<file path="config.mk">
export PLATFORM = sky130hd
export DESIGN_NAME = router_reg_flat
export DESIGN_NICKNAME = d
export VERILOG_FILES = /design/src/rtl/router_pkg.sv /design/src/rtl/router_reg_if.sv /design/src/rtl/router_parity_chk.sv /design/src/rtl/router_reg.sv /design/src/flat_wrapper.sv
export SDC_FILE = /design/constraint.sdc
export NUM_CORES = 1
export LEC_CHECK = 0
export ABC_AREA = 1
export CORE_MARGIN = 5
export CORE_UTILIZATION = 53
export CTS_BUF_LIST = sky130_fd_sc_hd__clkbuf_4 sky130_fd_sc_hd__clkbuf_8 sky130_fd_sc_hd__clkbuf_16
export CTS_CLUSTER_DIAMETER = 150
export CTS_CLUSTER_SIZE = 30
export DETAILED_ROUTE_END_ITERATION = 16
export GPL_TIMING_DRIVEN = 0
export HOLD_SLACK_MARGIN = 0.02
export MAX_ROUTING_LAYER = met4
export PLACE_DENSITY = 0.83
export SLEW_MARGIN = 20
export SYNTH_ARGS = -nofsm -noshare
export SYNTH_HDL_FRONTEND = slang
export SYNTH_SLANG_ARGS = --single-unit
</file>
<file path="constraint.sdc">
create_clock -name clock -period 1.95 [get_ports clock]
set_clock_uncertainty 0.1 [all_clocks]
set_input_delay 0.2925 -clock clock [delete_from_list [all_inputs] [get_ports clock]]
set_output_delay 0.2925 -clock clock [all_outputs]
set_load 0.02 [all_outputs]
</file>
<file path="src/rtl/router_pkg.sv">
// ---------------------------------------------------------------------------
// router_pkg
// Shared constants and types for the 1x3 packet router (router_reg,
// router_fsm, router_fifo).
//   DATA_WIDTH   : byte width of the packet datapath
//   ADDR_BITS    : header LSBs that carry the destination address
//   ADDR_INVALID : the one address code that does not name an output port
//   data_t       : one packet byte
//   addr_valid() : 1 when a header byte names a real output port
// ---------------------------------------------------------------------------
package router_pkg;

  localparam int DATA_WIDTH = 8;
  localparam int ADDR_BITS  = 2;

  // Three output ports use codes 0..2; the all-ones code is unused.
  localparam logic [ADDR_BITS-1:0] ADDR_INVALID = '1;

  typedef logic [DATA_WIDTH-1:0] data_t;

  function automatic logic addr_valid(input data_t hdr);
    return (hdr[ADDR_BITS-1:0] != ADDR_INVALID);
  endfunction

endpackage

</file>
<file path="src/rtl/router_reg_if.sv">
// ---------------------------------------------------------------------------
// router_reg_if
// Bundle of the signals between the router input port / FSM / FIFO side and
// the router_reg datapath.
//   pkt_valid, data_in, fifo_full : input-port and FIFO status
//   rst_int_reg, detect_add, ld_state, laf_state, full_state, lfd_state :
//                                   one-hot FSM state strobes
//   parity_done, low_pkt_valid, err, dout : results back to FSM / FIFO
// Handshake: there is no ready back-pressure on this bus. A byte on data_in is
// taken on the clock edge where pkt_valid and the matching FSM strobe are high;
// fifo_full is the only flow control and makes the datapath park the byte.
// modport master : the side that drives bytes and strobes (input port + FSM)
// modport slave  : router_reg
// ---------------------------------------------------------------------------
interface router_reg_if;
  import router_pkg::*;

  logic  pkt_valid;
  data_t data_in;
  logic  fifo_full;
  logic  rst_int_reg;
  logic  detect_add;
  logic  ld_state;
  logic  laf_state;
  logic  full_state;
  logic  lfd_state;
  logic  parity_done;
  logic  low_pkt_valid;
  logic  err;
  data_t dout;

  modport master (
    output pkt_valid, data_in, fifo_full, rst_int_reg, detect_add,
           ld_state, laf_state, full_state, lfd_state,
    input  parity_done, low_pkt_valid, err, dout
  );

  modport slave (
    input  pkt_valid, data_in, fifo_full, rst_int_reg, detect_add,
           ld_state, laf_state, full_state, lfd_state,
    output parity_done, low_pkt_valid, err, dout
  );

endinterface

</file>
<file path="src/rtl/router_parity_chk.sv">
// ---------------------------------------------------------------------------
// router_parity_chk
// Accumulates even (XOR) parity over header and payload bytes, captures the
// packet's own parity byte, and raises o_err when the two disagree.
// Ports:
//   clock, resetn    : clock, synchronous active-high reset
//   i_detect_add     : start of packet, clears all parity state
//   i_lfd_state      : header is being written, fold header into parity
//   i_ld_state       : payload / parity byte phase
//   i_full_state     : FIFO-full wait, no accumulation
//   i_pkt_valid      : payload byte valid (low on the parity byte)
//   i_data_in        : incoming byte
//   i_hdr            : registered header byte
//   i_parity_done    : parity byte captured; triggers the compare
//   o_err            : registered parity mismatch flag
// ---------------------------------------------------------------------------
module router_parity_chk
  import router_pkg::*;
(
  input  logic  clock,
  input  logic  resetn,
  input  logic  i_detect_add,
  input  logic  i_lfd_state,
  input  logic  i_ld_state,
  input  logic  i_full_state,
  input  logic  i_pkt_valid,
  input  data_t i_data_in,
  input  data_t i_hdr,
  input  logic  i_parity_done,
  output logic  o_err
);

  data_t r_int_parity;
  data_t r_pkt_parity;
  logic  r_err;

  always_ff @(posedge clock) begin
    if (resetn) begin
      r_int_parity <= '0;
      r_pkt_parity <= '0;
      r_err        <= 1'b0;
    end else begin
      if (i_detect_add)
        r_int_parity <= '0;
      else if (i_lfd_state && i_pkt_valid)
        r_int_parity <= r_int_parity ^ i_hdr;
      else if (i_ld_state && i_pkt_valid && !i_full_state)
        r_int_parity <= r_int_parity ^ i_data_in;

      // The parity byte is the one presented with pkt_valid low.
      if (i_detect_add)
        r_pkt_parity <= '0;
      else if (i_ld_state && !i_pkt_valid)
        r_pkt_parity <= i_data_in;

      // parity_done is registered, so both parity regs are final when it
      // is seen high; err is therefore valid one cycle after it rises.
      if (i_detect_add)
        r_err <= 1'b0;
      else if (i_parity_done)
        r_err <= (r_int_parity != r_pkt_parity);
    end
  end

  assign o_err = r_err;

endmodule

</file>
<file path="src/rtl/router_reg.sv">
// ---------------------------------------------------------------------------
// router_reg
// Datapath register block of the 1x3 packet router. Sits between the input
// port and the output FIFOs and, under the FSM state strobes:
//   - latches the header byte (destination address in the low ADDR_BITS),
//   - registers header / payload / parity bytes onto the FIFO write data,
//   - parks a byte that arrives while the FIFO is full and replays it,
//   - tracks end of packet (low_pkt_valid) and parity byte capture,
//   - optionally checks packet parity and reports mismatch on err.
// Ports:
//   clock  : single clock, all state on posedge
//   resetn : synchronous reset, ACTIVE HIGH despite its name
//   bus    : router_reg_if.slave (strobes, data_in, fifo_full in;
//            dout, parity_done, low_pkt_valid, err out)
// Build option:
//   ROUTER_REG_PARITY_CHECK_EN defined   -> router_parity_chk instantiated
//   ROUTER_REG_PARITY_CHECK_EN undefined -> no parity registers, err tied 0
// ---------------------------------------------------------------------------
module router_reg
  import router_pkg::*;
(
  input  logic         clock,
  input  logic         resetn,
  router_reg_if.slave  bus
);

  data_t r_hdr;
  data_t r_full_hold;
  data_t r_dout;
  logic  r_low_pkt_valid;
  logic  r_parity_done;

  always_ff @(posedge clock) begin
    if (resetn) begin
      r_hdr           <= '0;
      r_full_hold     <= '0;
      r_dout          <= '0;
      r_low_pkt_valid <= 1'b0;
      r_parity_done   <= 1'b0;
    end else begin
      // A header with the unused address code is ignored so a later
      // LOAD_FIRST_DATA still replays the last good header.
      if (bus.detect_add && bus.pkt_valid && addr_valid(bus.data_in))
        r_hdr <= bus.data_in;

      // Byte offered while the FIFO is full; replayed in LOAD_AFTER_FULL.
      if (bus.ld_state && bus.fifo_full)
        r_full_hold <= bus.data_in;

      if (bus.lfd_state)
        r_dout <= r_hdr;
      else if (bus.ld_state && !bus.fifo_full)
        r_dout <= bus.data_in;
      else if (bus.laf_state)
        r_dout <= r_full_hold;

      if (bus.rst_int_reg)
        r_low_pkt_valid <= 1'b0;
      else if (bus.ld_state && !bus.pkt_valid)
        r_low_pkt_valid <= 1'b1;

      // Parity byte is done either when written directly in LOAD_DATA, or
      // when it was parked by a full FIFO and is replayed after the wait.
      if (bus.detect_add)
        r_parity_done <= 1'b0;
      else if ((bus.ld_state && !bus.fifo_full && !bus.pkt_valid) ||
               (bus.laf_state && r_low_pkt_valid && !r_parity_done))
        r_parity_done <= 1'b1;
    end
  end

  assign bus.dout          = r_dout;
  assign bus.low_pkt_valid = r_low_pkt_valid;
  assign bus.parity_done   = r_parity_done;

`ifdef ROUTER_REG_PARITY_CHECK_EN
  logic w_err;

  router_parity_chk u_parity_chk (
    .clock         (clock),
    .resetn        (resetn),
    .i_detect_add  (bus.detect_add),
    .i_lfd_state   (bus.lfd_state),
    .i_ld_state    (bus.ld_state),
    .i_full_state  (bus.full_state),
    .i_pkt_valid   (bus.pkt_valid),
    .i_data_in     (bus.data_in),
    .i_hdr         (r_hdr),
    .i_parity_done (r_parity_done),
    .o_err         (w_err)
  );

  assign bus.err = w_err;
`else
  // full_state only matters to the parity accumulator.
  logic w_unused_full_state;
  assign w_unused_full_state = bus.full_state;
  assign bus.err = 1'b0;
`endif

endmodule

</file>
<file path="src/flat_wrapper.sv">
// flat-port wrapper written by rule: the top's interface ports become plain ports
module router_reg_flat import router_pkg::*;
  (clock, resetn, bus_pkt_valid, bus_data_in, bus_fifo_full, bus_rst_int_reg, bus_detect_add, bus_ld_state, bus_laf_state, bus_full_state, bus_lfd_state, bus_parity_done, bus_low_pkt_valid, bus_err, bus_dout);
  router_reg_if bus_i ();
  input  logic clock;
  input  logic resetn;
  input wire logic [$bits(bus_i.pkt_valid)-1:0] bus_pkt_valid;
  input wire logic [$bits(bus_i.data_in)-1:0] bus_data_in;
  input wire logic [$bits(bus_i.fifo_full)-1:0] bus_fifo_full;
  input wire logic [$bits(bus_i.rst_int_reg)-1:0] bus_rst_int_reg;
  input wire logic [$bits(bus_i.detect_add)-1:0] bus_detect_add;
  input wire logic [$bits(bus_i.ld_state)-1:0] bus_ld_state;
  input wire logic [$bits(bus_i.laf_state)-1:0] bus_laf_state;
  input wire logic [$bits(bus_i.full_state)-1:0] bus_full_state;
  input wire logic [$bits(bus_i.lfd_state)-1:0] bus_lfd_state;
  output wire logic [$bits(bus_i.parity_done)-1:0] bus_parity_done;
  output wire logic [$bits(bus_i.low_pkt_valid)-1:0] bus_low_pkt_valid;
  output wire logic [$bits(bus_i.err)-1:0] bus_err;
  output wire logic [$bits(bus_i.dout)-1:0] bus_dout;
  assign bus_i.pkt_valid = bus_pkt_valid;
  assign bus_i.data_in = bus_data_in;
  assign bus_i.fifo_full = bus_fifo_full;
  assign bus_i.rst_int_reg = bus_rst_int_reg;
  assign bus_i.detect_add = bus_detect_add;
  assign bus_i.ld_state = bus_ld_state;
  assign bus_i.laf_state = bus_laf_state;
  assign bus_i.full_state = bus_full_state;
  assign bus_i.lfd_state = bus_lfd_state;
  assign bus_parity_done = bus_i.parity_done;
  assign bus_low_pkt_valid = bus_i.low_pkt_valid;
  assign bus_err = bus_i.err;
  assign bus_dout = bus_i.dout;
  router_reg u_core (.clock(clock), .resetn(resetn), .bus(bus_i));
endmodule
</file>
After elaboration in Yosys (flattened, before gate mapping)
Index checks and enable logic that the tools add are counted.

operators by class
  equality and inequality tests = 1
  multiplexer cells = 3
  reductions and logical operators = 15

operators by type and width
  kind                  count
  $mux W8               3
  $logic_and A1 B1 Y1   8
  $reduce_or A2 Y1      2
  $logic_not A1 Y1      3
  $reduce_bool A3 Y1    1
  $ne A2 B2 Y1 const B  1
  $logic_or A1 B1 Y1    1

word-level totals
  register bits after elaboration = 26
  logic and storage cells = 24

Depth between registers and ports, before layout
Gate-level depths: netlist of the first run.

  word-level depth = 4
  depth in mapped cells = 6

Worst setup path before layout of the first run
OpenSTA, ideal clock, no wires.

  path type = input port to flip-flop
  from = in bus_lfd_state
  to = reg u_core.r_dout[7] (netlist: u_core.bus.dout[7])
  setup time = 0.115 ns
  arrival = 0.868 ns
  setup slack = 0.867 ns
  cell stages on the path = 6
  cell sequence = buf_6 > nor2_8 > buf_12 > nand3b_1 > nand2_1 > a21oi_2

on the way
  cells in the longest elaborated chain, start to end = 1
  elaborated cells on any way between the ends = 2
  classes of those cells = 1 x mux; 1 x reduce/logical

RTL lines
  what                                                                   line                source
  start, declared                                                        flat_wrapper.sv:15  input wire logic [$bits(bus_i.lfd_state)-1:0] bus_lfd_state;
  $reduce_bool A3 Y1 (no source line) / $mux W8 (equally long branches)  --
  end signal, assigned                                                   router_reg.sv:51    r_dout <= r_hdr;
  end signal, assigned                                                   router_reg.sv:53    r_dout <= bus.data_in;
  end signal, assigned                                                   router_reg.sv:55    r_dout <= r_full_hold;
  end, declared                                                          router_reg.sv:29    data_t r_dout;

Several ways; a longest one is shown, not always the timed one.
A chain may end at the register's enable or synchronous reset.

Worst setup path in the final report of the first run
  from = reg u_core.r_low_pkt_valid (netlist: u_core.bus.low_pkt_valid)
  to = out bus_low_pkt_valid

RTL lines
  what                    line                source
  start, declared         router_reg.sv:30    logic r_low_pkt_valid;
  start signal, assigned  router_reg.sv:38    r_low_pkt_valid <= 1'b0;
  start signal, assigned  router_reg.sv:58    r_low_pkt_valid <= 1'b0;
  start signal, assigned  router_reg.sv:60    r_low_pkt_valid <= 1'b1;
  end, declared           flat_wrapper.sv:17  output wire logic [$bits(bus_i.low_pkt_valid)-1:0] bus_low_pkt_valid;

No word-level cell between the ends.

==> flow_metrics.tcl, run 1 <==
set metrics [dict create \
    die-area_um2 3660 \
    ant_nets 0 \
    power_density_nw_per_um2 644 \
    fin_nets 229 \
    min_delay_path_depth 5 \
    synth_cells 181 \
    cts_resized 0 \
    critPathArrivalTime_ns 1.33 \
    grt_max_degree 14 \
    synthSimpleGateAreaFrac_pct 26.8 \
    ys_warn_count 0 \
    drv_slew 0 \
    worstPathMaxFanout 3 \
    viasPerCell 5.31 \
    num_antenna_cells 0 \
    path_depth 1 \
    cts_inserted_buffers 3 \
    fin_tns_setup_ns 0 \
    dpl.hpwl_um 2360 \
    antenna_found_initial 0 \
    criticalPathCategory "flip-flop to output pin" \
    grt.total_usage_pct 19.8 \
    cpLargestDelayFamily "buffers and inverters" \
    synth_top_family_by_area "simple AND/OR/NAND/NOR gates" \
    synthXorXnorAreaFrac_pct 0 \
    synth_nets 199 \
    die_y_um 60.5 \
    critPathSlowestCell "clkdlybuf4s50_1" \
    final_cell_area_um2 1660 \
    layout_common_cells "inv_1, nand2_1, dfxtp_1, clkdlybuf4s50_1" \
    coreArea_um2 2450 \
    setup_viol 0 \
    die-width_um 60.5 \
    placed_area_um2 1640 \
    max_freq_mhz 581 \
    hold_violations 0 \
    post-route-period-util_pct 88.3 \
    grt_pass1_vias 1213 \
    ys_types 22 \
    drt_iter0_markers 34 \
    crit_chain "clkdlybuf4s50_1" \
    cp-start-kind "flip-flop" \
    vias 1270 \
    synth-seq-cells 26 \
    drc_errors 0 \
    fin_ws_ns 0.229 \
    portBuffers 25 \
    irDropWorstVdd_mv 0.483 \
    cp_num_buf_inv 1 \
    cts_setup_buffers 0 \
    dr.pass1.iters 4 \
    synthAdderAreaFrac_pct 0 \
    root_buffer "clkbuf_4" \
    cts_tree "done" \
    ys_seq_area_share_pct 38.5 \
    ios 29 \
    overflow 0 \
    grt_pass1_wl_um 5310 \
    finalCriticalPeriod_ns 1.72 \
    area_growth_pct 22.9 \
    synthMuxAreaShare_pct 0 \
    clockBufferDepth 2 \
    crit_path_max_incr_delay_ns 0.62 \
    cts_max_level 1 \
    syn_area_per_cell_um2 7.47 \
    start_util_pct 55.1 \
    clk_pin_slew_ns 0.14 \
    grt_setup_unrepaired "no" \
    place_congestion 0.870 \
    reg2reg_depth 4 \
    final_common_cell "inv_1" \
    postCtsHoldBufs 0 \
    row_count 18 \
    end_kind "output pin" \
    pre_cts_slack_ns 0.312 \
    hold_class "input pin to flip-flop" \
    clkSinkCount 26 \
    clkLatencyLatePin_ns 0.32 \
    p_leak_nw 0.764 \
    drive_above_1_share_pct 15.8 \
    syn-cell-area_um2 1350 \
    run_status "finished, final reports clean" \
    crit_required_ns 1.56 \
    wl_um 2970 \
    synth_compound_area_share_pct 20.0 \
    cap_violations 0 \
    avgRoutedWirePerCell_um 12.4 \
]
## power breakdown
| group | internal [W] | switching [W] |
|---|---|---|
| registers | 0.000567 | 0.0000142 |
| logic | 0.000119 | 0.000141 |
| clock network | 0.0000725 | 0.000156 |
| total | 0.000759 | 0.000312 |
## logic make-up after synthesis
logic type | count (synthesis)
compound gates | 42
buf+inv | 38
flops | 26
other cells | 1
simple gates | 74
## synth_stat cells
cell type,n,area (µm²)
inv_4,1,6.26
buf_12,1,20.0
nand3_1,17,85.1
nor2_1,17,63.8
nand3b_1,8,60.1
conb_1,1,3.75
a21oi_2,16,140
nand3_2,1,10.0
nor3_1,1,5.00
nand2_4,1,11.3
buf_2,2,10.0
clkbuf_2,1,5.00
inv_1,28,105
nor2_8,1,20.0
buf_4,2,15.0
a21oi_1,10,50.1
o21ai_1,1,5.00
buf_6,3,33.8
nand2_2,1,6.26
nand2_1,27,101
o21ai_0,15,75.1
dfxtp_1,26,521
## layout make-up
type | instances | area, µm²
buffer | 9 | 83.8
clock buffer | 3 | 22.5
fill | 213 | 792
inverter | 29 | 111
multi-input combinational | 117 | 637
sequential | 26 | 520
tap | 30 | 37.5
timing repair buffer | 25 | 250
## sequential cells by signal, indices dropped and copies added, names as in the netlist
register / count
u_core.r_hdr: 8
u_core.r_full_hold: 8
u_core.bus.low_pkt_valid: 1
u_core.bus.dout: 8
u_core.bus.parity_done: 1
## routing by layer
metal | global-route usage [%] | wire, µm | up-vias
met5 | - | 0 | -
met4 | 6.50 | 42 | 0
met3 | 4.04 | 164 | 6
met2 | 33.2 | 1440 | 37
met1 | 23.8 | 1330 | 593
li1 | - | - | 634
## metrics by stage
| stage | cells | utilization [%] | total power [W] | hold slack, ns |
|---|---|---|---|---|
| after floorplan | 181 | - | 0.000756 | 0.264 |
| after global placement | 236 | 66.8 | 0.000846 | 0.339 |
| after detailed placement | 236 | 66.8 | 0.000854 | 0.346 |
| after CTS | 239 | 67.7 | 0.00108 | 0.295 |
| after global routing | 239 | 67.7 | 0.00113 | 0.294 |
| final | 239 | 67.7 | 0.00107 | 0.294 |
## worst paths after layout
path                                  from                     to  slack [ns]
setup / recovery  u_core.bus.low_pkt_valid      bus_low_pkt_valid        0.23
hold / removal               bus_lfd_state     u_core.bus.dout[4]        0.29
setup reg to reg     u_core.r_full_hold[6]     u_core.bus.dout[6]        1.08
hold reg to reg      u_core.r_full_hold[0]  u_core.r_full_hold[0]        0.37
No activity file was read; power rests on OpenSTA's default activity.
==> inputs of run 2 (changes only) <==
--- a/config.mk
+++ b/config.mk
@@ -15,7 +15,7 @@
 export GPL_TIMING_DRIVEN = 0
 export HOLD_SLACK_MARGIN = 0.02
 export MAX_ROUTING_LAYER = met4
-export PLACE_DENSITY = 0.83
+export PLACE_DENSITY_LB_ADDON = 0.08
 export SLEW_MARGIN = 20
 export SYNTH_ARGS = -nofsm -noshare
 export SYNTH_HDL_FRONTEND = slang
==> flow_metrics.tcl, run 2 (same netlist as run 1, synthesis figures left out) <==
set metrics [dict create \
    cts_inserted_buffers 3 \
    coreArea_um2 2450 \
    top_usage_layer "met2" \
    start_util_pct 55.1 \
    rr_endpoint "u_core.bus.dout[4]" \
    ios 29 \
    pre_cts_slack_ns 0.328 \
    final_cell_area_um2 1660 \
    vias 1221 \
    post-route-period-util_pct 87.0 \
    finalCriticalPeriod_ns 1.70 \
    run_status "finished, final reports clean" \
    avgRoutedWirePerCell_um 12.0 \
    place_congestion 0.814 \
    grt_use_met1_pct 24.9 \
    portBuffers 25 \
    cts_resized 0 \
    fin_tns_setup_ns 0 \
    overflow 0 \
    grt_max_degree 14 \
    postCtsHoldBufs 0 \
    max_freq_mhz 590 \
    criticalPathCategory "flip-flop to output pin" \
    hold_class "input pin to flip-flop" \
    path_depth 1 \
    dpl.hpwl_um 2310 \
    grt.total_usage_pct 19.5 \
    reg2reg_slack_ns 1.13 \
    clockBufferDepth 2 \
    row_count 18 \
    crit_path_max_incr_delay_ns 0.61 \
    drv_slew 0 \
    root_buffer "clkbuf_4" \
    fin_ws_ns 0.254 \
    drive_above_1_share_pct 15.8 \
    wl_um 2870 \
    gr-usage-met3_pct 1.91 \
    critPathSlowestCell "clkdlybuf4s50_1" \
    drt_iter0_markers 36 \
    crit_path_start "u_core.bus.low_pkt_valid" \
    die-area_um2 3660 \
    die_y_um 60.5 \
    irDropWorstVdd_mv 0.458 \
    clkSinkCount 26 \
    cts_max_level 1 \
    antenna_found_initial 0 \
    viasPerCell 5.11 \
    clkLatencyLatePin_ns 0.32 \
    die-width_um 60.5 \
    crit_chain "clkdlybuf4s50_1" \
    cp-start-kind "flip-flop" \
    final_common_cell "inv_1" \
    r2r-start "u_core.r_full_hold[4]" \
    setup_viol 0 \
    cap_violations 0 \
    cts_setup_buffers 0 \
    crit_required_ns 1.56 \
    cts_tree "done" \
    cpLargestDelayFamily "buffers and inverters" \
    end_kind "output pin" \
    critPathArrivalTime_ns 1.30 \
    gr-usage-met2_pct 32.3 \
    placed_area_um2 1640 \
    num_antenna_cells 0 \
    ant_nets 0 \
    grt_setup_unrepaired "no" \
    reg2reg_depth 4 \
    final_util_pct 67.7 \
    fin_nets 229 \
    cp_num_buf_inv 1 \
    grt_pass1_wl_um 5320 \
    area_growth_pct 22.9 \
    p_leak_nw 0.764 \
    grt_pass1_vias 1217 \
    clk_pin_slew_ns 0.13 \
    layout_common_cells "inv_1, nand2_1, dfxtp_1, clkdlybuf4s50_1" \
    hold_violations 0 \
    crit_end "bus_low_pkt_valid" \
    dr.pass1.iters 4 \
    power_density_nw_per_um2 644 \
    worstPathMaxFanout 3 \
    drc_errors 0 \
]
-- run 2: worst min-delay path, stage by stage --
cell and delay [ns]:
buf_6 0.13, nand2_1 0.06, inv_1 0.06, a21oi_2 0.03, a21oi_2 0.11
-- run 2: worst min-delay path by stage --
stage | slack (ns) | depth (start not counted) | startpoint | endpoint
finish | 0.29 | 5 | bus_lfd_state | u_core.bus.dout[6]
global route | 0.29 | 5 | bus_lfd_state | u_core.bus.dout[6]
CTS | 0.29 | 5 | bus_lfd_state | u_core.bus.dout[6]
detailed placement | 0.35 | 2 | u_core.r_full_hold[1] | u_core.r_full_hold[1]
global placement | 0.34 | 2 | u_core.r_full_hold[7] | u_core.r_full_hold[7]
floorplan | 0.26 | 1 | bus_detect_add | u_core.bus.parity_done
-- run 2: layout make-up --
cell class                 instances  area [µm²]
timing repair buffer              25         250
fill                             219         792
multi-input combinational        117         637
clock buffer                       3        22.5
tap                               30        37.5
inverter                          29         111
sequential                        26         520
buffer                             9        83.8
-- run 2: layer usage --
layer,routed length [µm],up-vias,part of all wire (%)
met3,93,5,3.2
met4,40,0,1.4
li1,-,634,-
met2,1390,28,48
met1,1350,554,47
met5,0,-,0
-- run 2: power by group --
group | leakage [nW] | total [W] | switching [W] | internal (W)
sequential | 0.214 | 0.000581 | 0.0000137 | 0.000567
combinational | 0.536 | 0.000260 | 0.000140 | 0.000119
clock | 0.0138 | 0.000230 | 0.000158 | 0.0000725
-- run 2: per-stage QoR --
step | std cells | power [W] | hold slack, ns
2_1_floorplan | 181 | 0.000756 | 0.264
3_3_place_gp | 236 | 0.000846 | 0.341
4_1_cts | 239 | 0.00107 | 0.294
3_5_place_dp | 236 | 0.000854 | 0.346
6_report | 239 | 0.00107 | 0.292
5_1_grt | 239 | 0.00114 | 0.287
==> inputs of run 3 (changes only) <==
--- a/config.mk
+++ b/config.mk
@@ -7,11 +7,12 @@
 export LEC_CHECK = 0
 export ABC_AREA = 1
 export CORE_MARGIN = 5
-export CORE_UTILIZATION = 53
+export CORE_UTILIZATION = 55
 export CTS_BUF_LIST = sky130_fd_sc_hd__clkbuf_4 sky130_fd_sc_hd__clkbuf_8 sky130_fd_sc_hd__clkbuf_16
 export CTS_CLUSTER_DIAMETER = 150
 export CTS_CLUSTER_SIZE = 30
 export DETAILED_ROUTE_END_ITERATION = 16
+export DONT_BUFFER_PORTS = 1
 export GPL_TIMING_DRIVEN = 0
 export HOLD_SLACK_MARGIN = 0.02
 export MAX_ROUTING_LAYER = met4
==> flow_metrics.tcl, run 3 (same netlist as run 1, synthesis figures left out) <==
set metrics [dict create \
    clockBufferDepth 2 \
    gr-usage-met3_pct 4.58 \
    avgRoutedWirePerCell_um 13.1 \
    ant_nets 0 \
    end_kind "flip-flop" \
    clk_pin_slew_ns 0.15 \
    row_count 18 \
    cp-start-kind "flip-flop" \
    hold_violations 0 \
    run_status "finished, final reports clean" \
    wl_um 2860 \
    fill_cells 240 \
    worstHoldStart "bus_data_in[3]" \
    setup_viol 0 \
    max_freq_mhz 703 \
    grt.total_usage_pct 18.6 \
    fin_tns_setup_ns 0 \
    clkLatencyLatePin_ns 0.31 \
    final_common_cell "inv_1" \
    seq_area_um2 520 \
    grt_use_met1_pct 23.0 \
    cap_violations 0 \
    place_congestion 0.826 \
    root_buffer "clkbuf_4" \
    multiInputGateArea_um2 637 \
    cts_setup_buffers 0 \
    start_util_pct 56.1 \
    finalCriticalPeriod_ns 1.42 \
    cpLargestDelayFamily "buffers and inverters" \
    placed_area_um2 1390 \
    grt_setup_unrepaired "no" \
    gr-usage-met2_pct 29.0 \
    worstPathMaxFanout 3 \
    critPathSlowestCell "dlygate4sd3_1" \
    cts_tree "done" \
    clkSinkCount 26 \
    crit_path_max_incr_delay_ns 0.57 \
    criticalPathCategory "flip-flop to flip-flop" \
    antenna_found_initial 0 \
    num_antenna_cells 0 \
    grt_pass1_wl_um 4870 \
    layout_common_cells "inv_1, nand2_1, dfxtp_1, nand3_1, nor2_1" \
    irDropWorstVdd_mv 0.441 \
    crit_path_start "u_core.bus.low_pkt_valid" \
    cts_inserted_buffers 3 \
    top_usage_layer "met2" \
    viasPerCell 5.11 \
    drc_errors 0 \
    fin_nets 207 \
    die_y_um 59.6 \
    coreArea_um2 2410 \
    grt_pass1_vias 1075 \
    die-area_um2 3550 \
    dr.pass1.iters 4 \
    drt_iter0_markers 28 \
    hold_class "input pin to flip-flop" \
    portBuffers 0 \
    cp_num_buf_inv 1 \
    final_cell_area_um2 1460 \
    vias 1113 \
    critPathArrivalTime_ns 1.59 \
    crit_chain "a21oi_1 > nor3_1 > dlygate4sd3_1" \
    overflow 0 \
    drv_slew 0 \
    post-route-period-util_pct 73.0 \
    drive_above_1_share_pct 18.1 \
    p_leak_nw 0.692 \
    dpl.hpwl_um 2140 \
    die-width_um 59.6 \
    cts_max_level 1 \
    r2r-start "u_core.bus.low_pkt_valid" \
    ios 29 \
    grt_max_degree 15 \
    power_density_nw_per_um2 724 \
    crit_required_ns 2.12 \
    area_growth_pct 7.68 \
]
## run 3: changes by cell type in the layout (fill, tap and decap cells not counted)
| cell | before | now |
|---|---|---|
| clkbuf_8 | 0 | 1 |
| clkdlybuf4s50_1 | 25 | 0 |
| dlygate4sd3_1 | 0 | 3 |
## run 3: timing repair
action                                  in CTS  in global routing
endpoints found under the setup margin       0                  0
hold endpoints to repair                     2                  0
hold buffers                                 3                  0
resized for setup                            0                  0
## run 3: worst reg2reg max path: cells and delay by family (launching register included)
| family | cells | cell delay (ns) |
|---|---|---|
| compound gates | 1 | 0.08 |
| simple gates | 1 | 0.13 |
| flops | 1 | 0.50 |
| buf+inv | 1 | 0.57 |
## run 3: final timing paths
| kind | endpoint | slack (ns) | cells after the start |
|---|---|---|---|
| worst max-delay path | u_core.bus.low_pkt_valid | 0.53 | 3 |
| worst min-delay path | u_core.r_hdr[3] | 0.02 | 2 |
| worst max register to register | u_core.bus.low_pkt_valid | 0.53 | 3 |
| worst min register to register | u_core.r_full_hold[7] | 0.36 | 2 |
## run 3: report_power, final
part / internal, W / leakage, nW / switching, W
Sequential: 0.000567 / 0.214 / 0.0000331
Clock: 0.000114 / 0.0210 / 0.000161
Combinational: 0.0000745 / 0.457 / 0.000104
## run 3: per-stage QoR
stage | setup slack (ns) | hold slack [ns] | utilization [%] | total power, W | cells
global route | 0.435 | 0.0326 | 60.4 | 0.00111 | 218
CTS | 0.558 | 0.0252 | 60.4 | 0.00106 | 218
finish | 0.527 | 0.0240 | 60.4 | 0.00105 | 218
floorplan | 0.867 | 0.264 | - | 0.000756 | 181
detailed placement | 0.784 | 0.267 | 57.7 | 0.000786 | 211
global placement | 0.800 | 0.268 | 57.7 | 0.000782 | 211
## run 3: area by class of cell
cell class / instances / area share (%)
flip-flops and latches: 26 / 35.7
repair buffers: 3 / 2.06
plain buffers: 9 / 5.76
multi-input cells: 117 / 43.7
inverters: 29 / 7.65
well taps: 30 / 2.58
clock buffers: 4 / 2.49
## run 3: layer usage
| layer | up-vias | wire length (µm) |
|---|---|---|
| met5 | - | 0 |
| met4 | 0 | 46 |
| met3 | 5 | 181 |
| met2 | 27 | 1270 |
| met1 | 494 | 1360 |
| li1 | 587 | - |
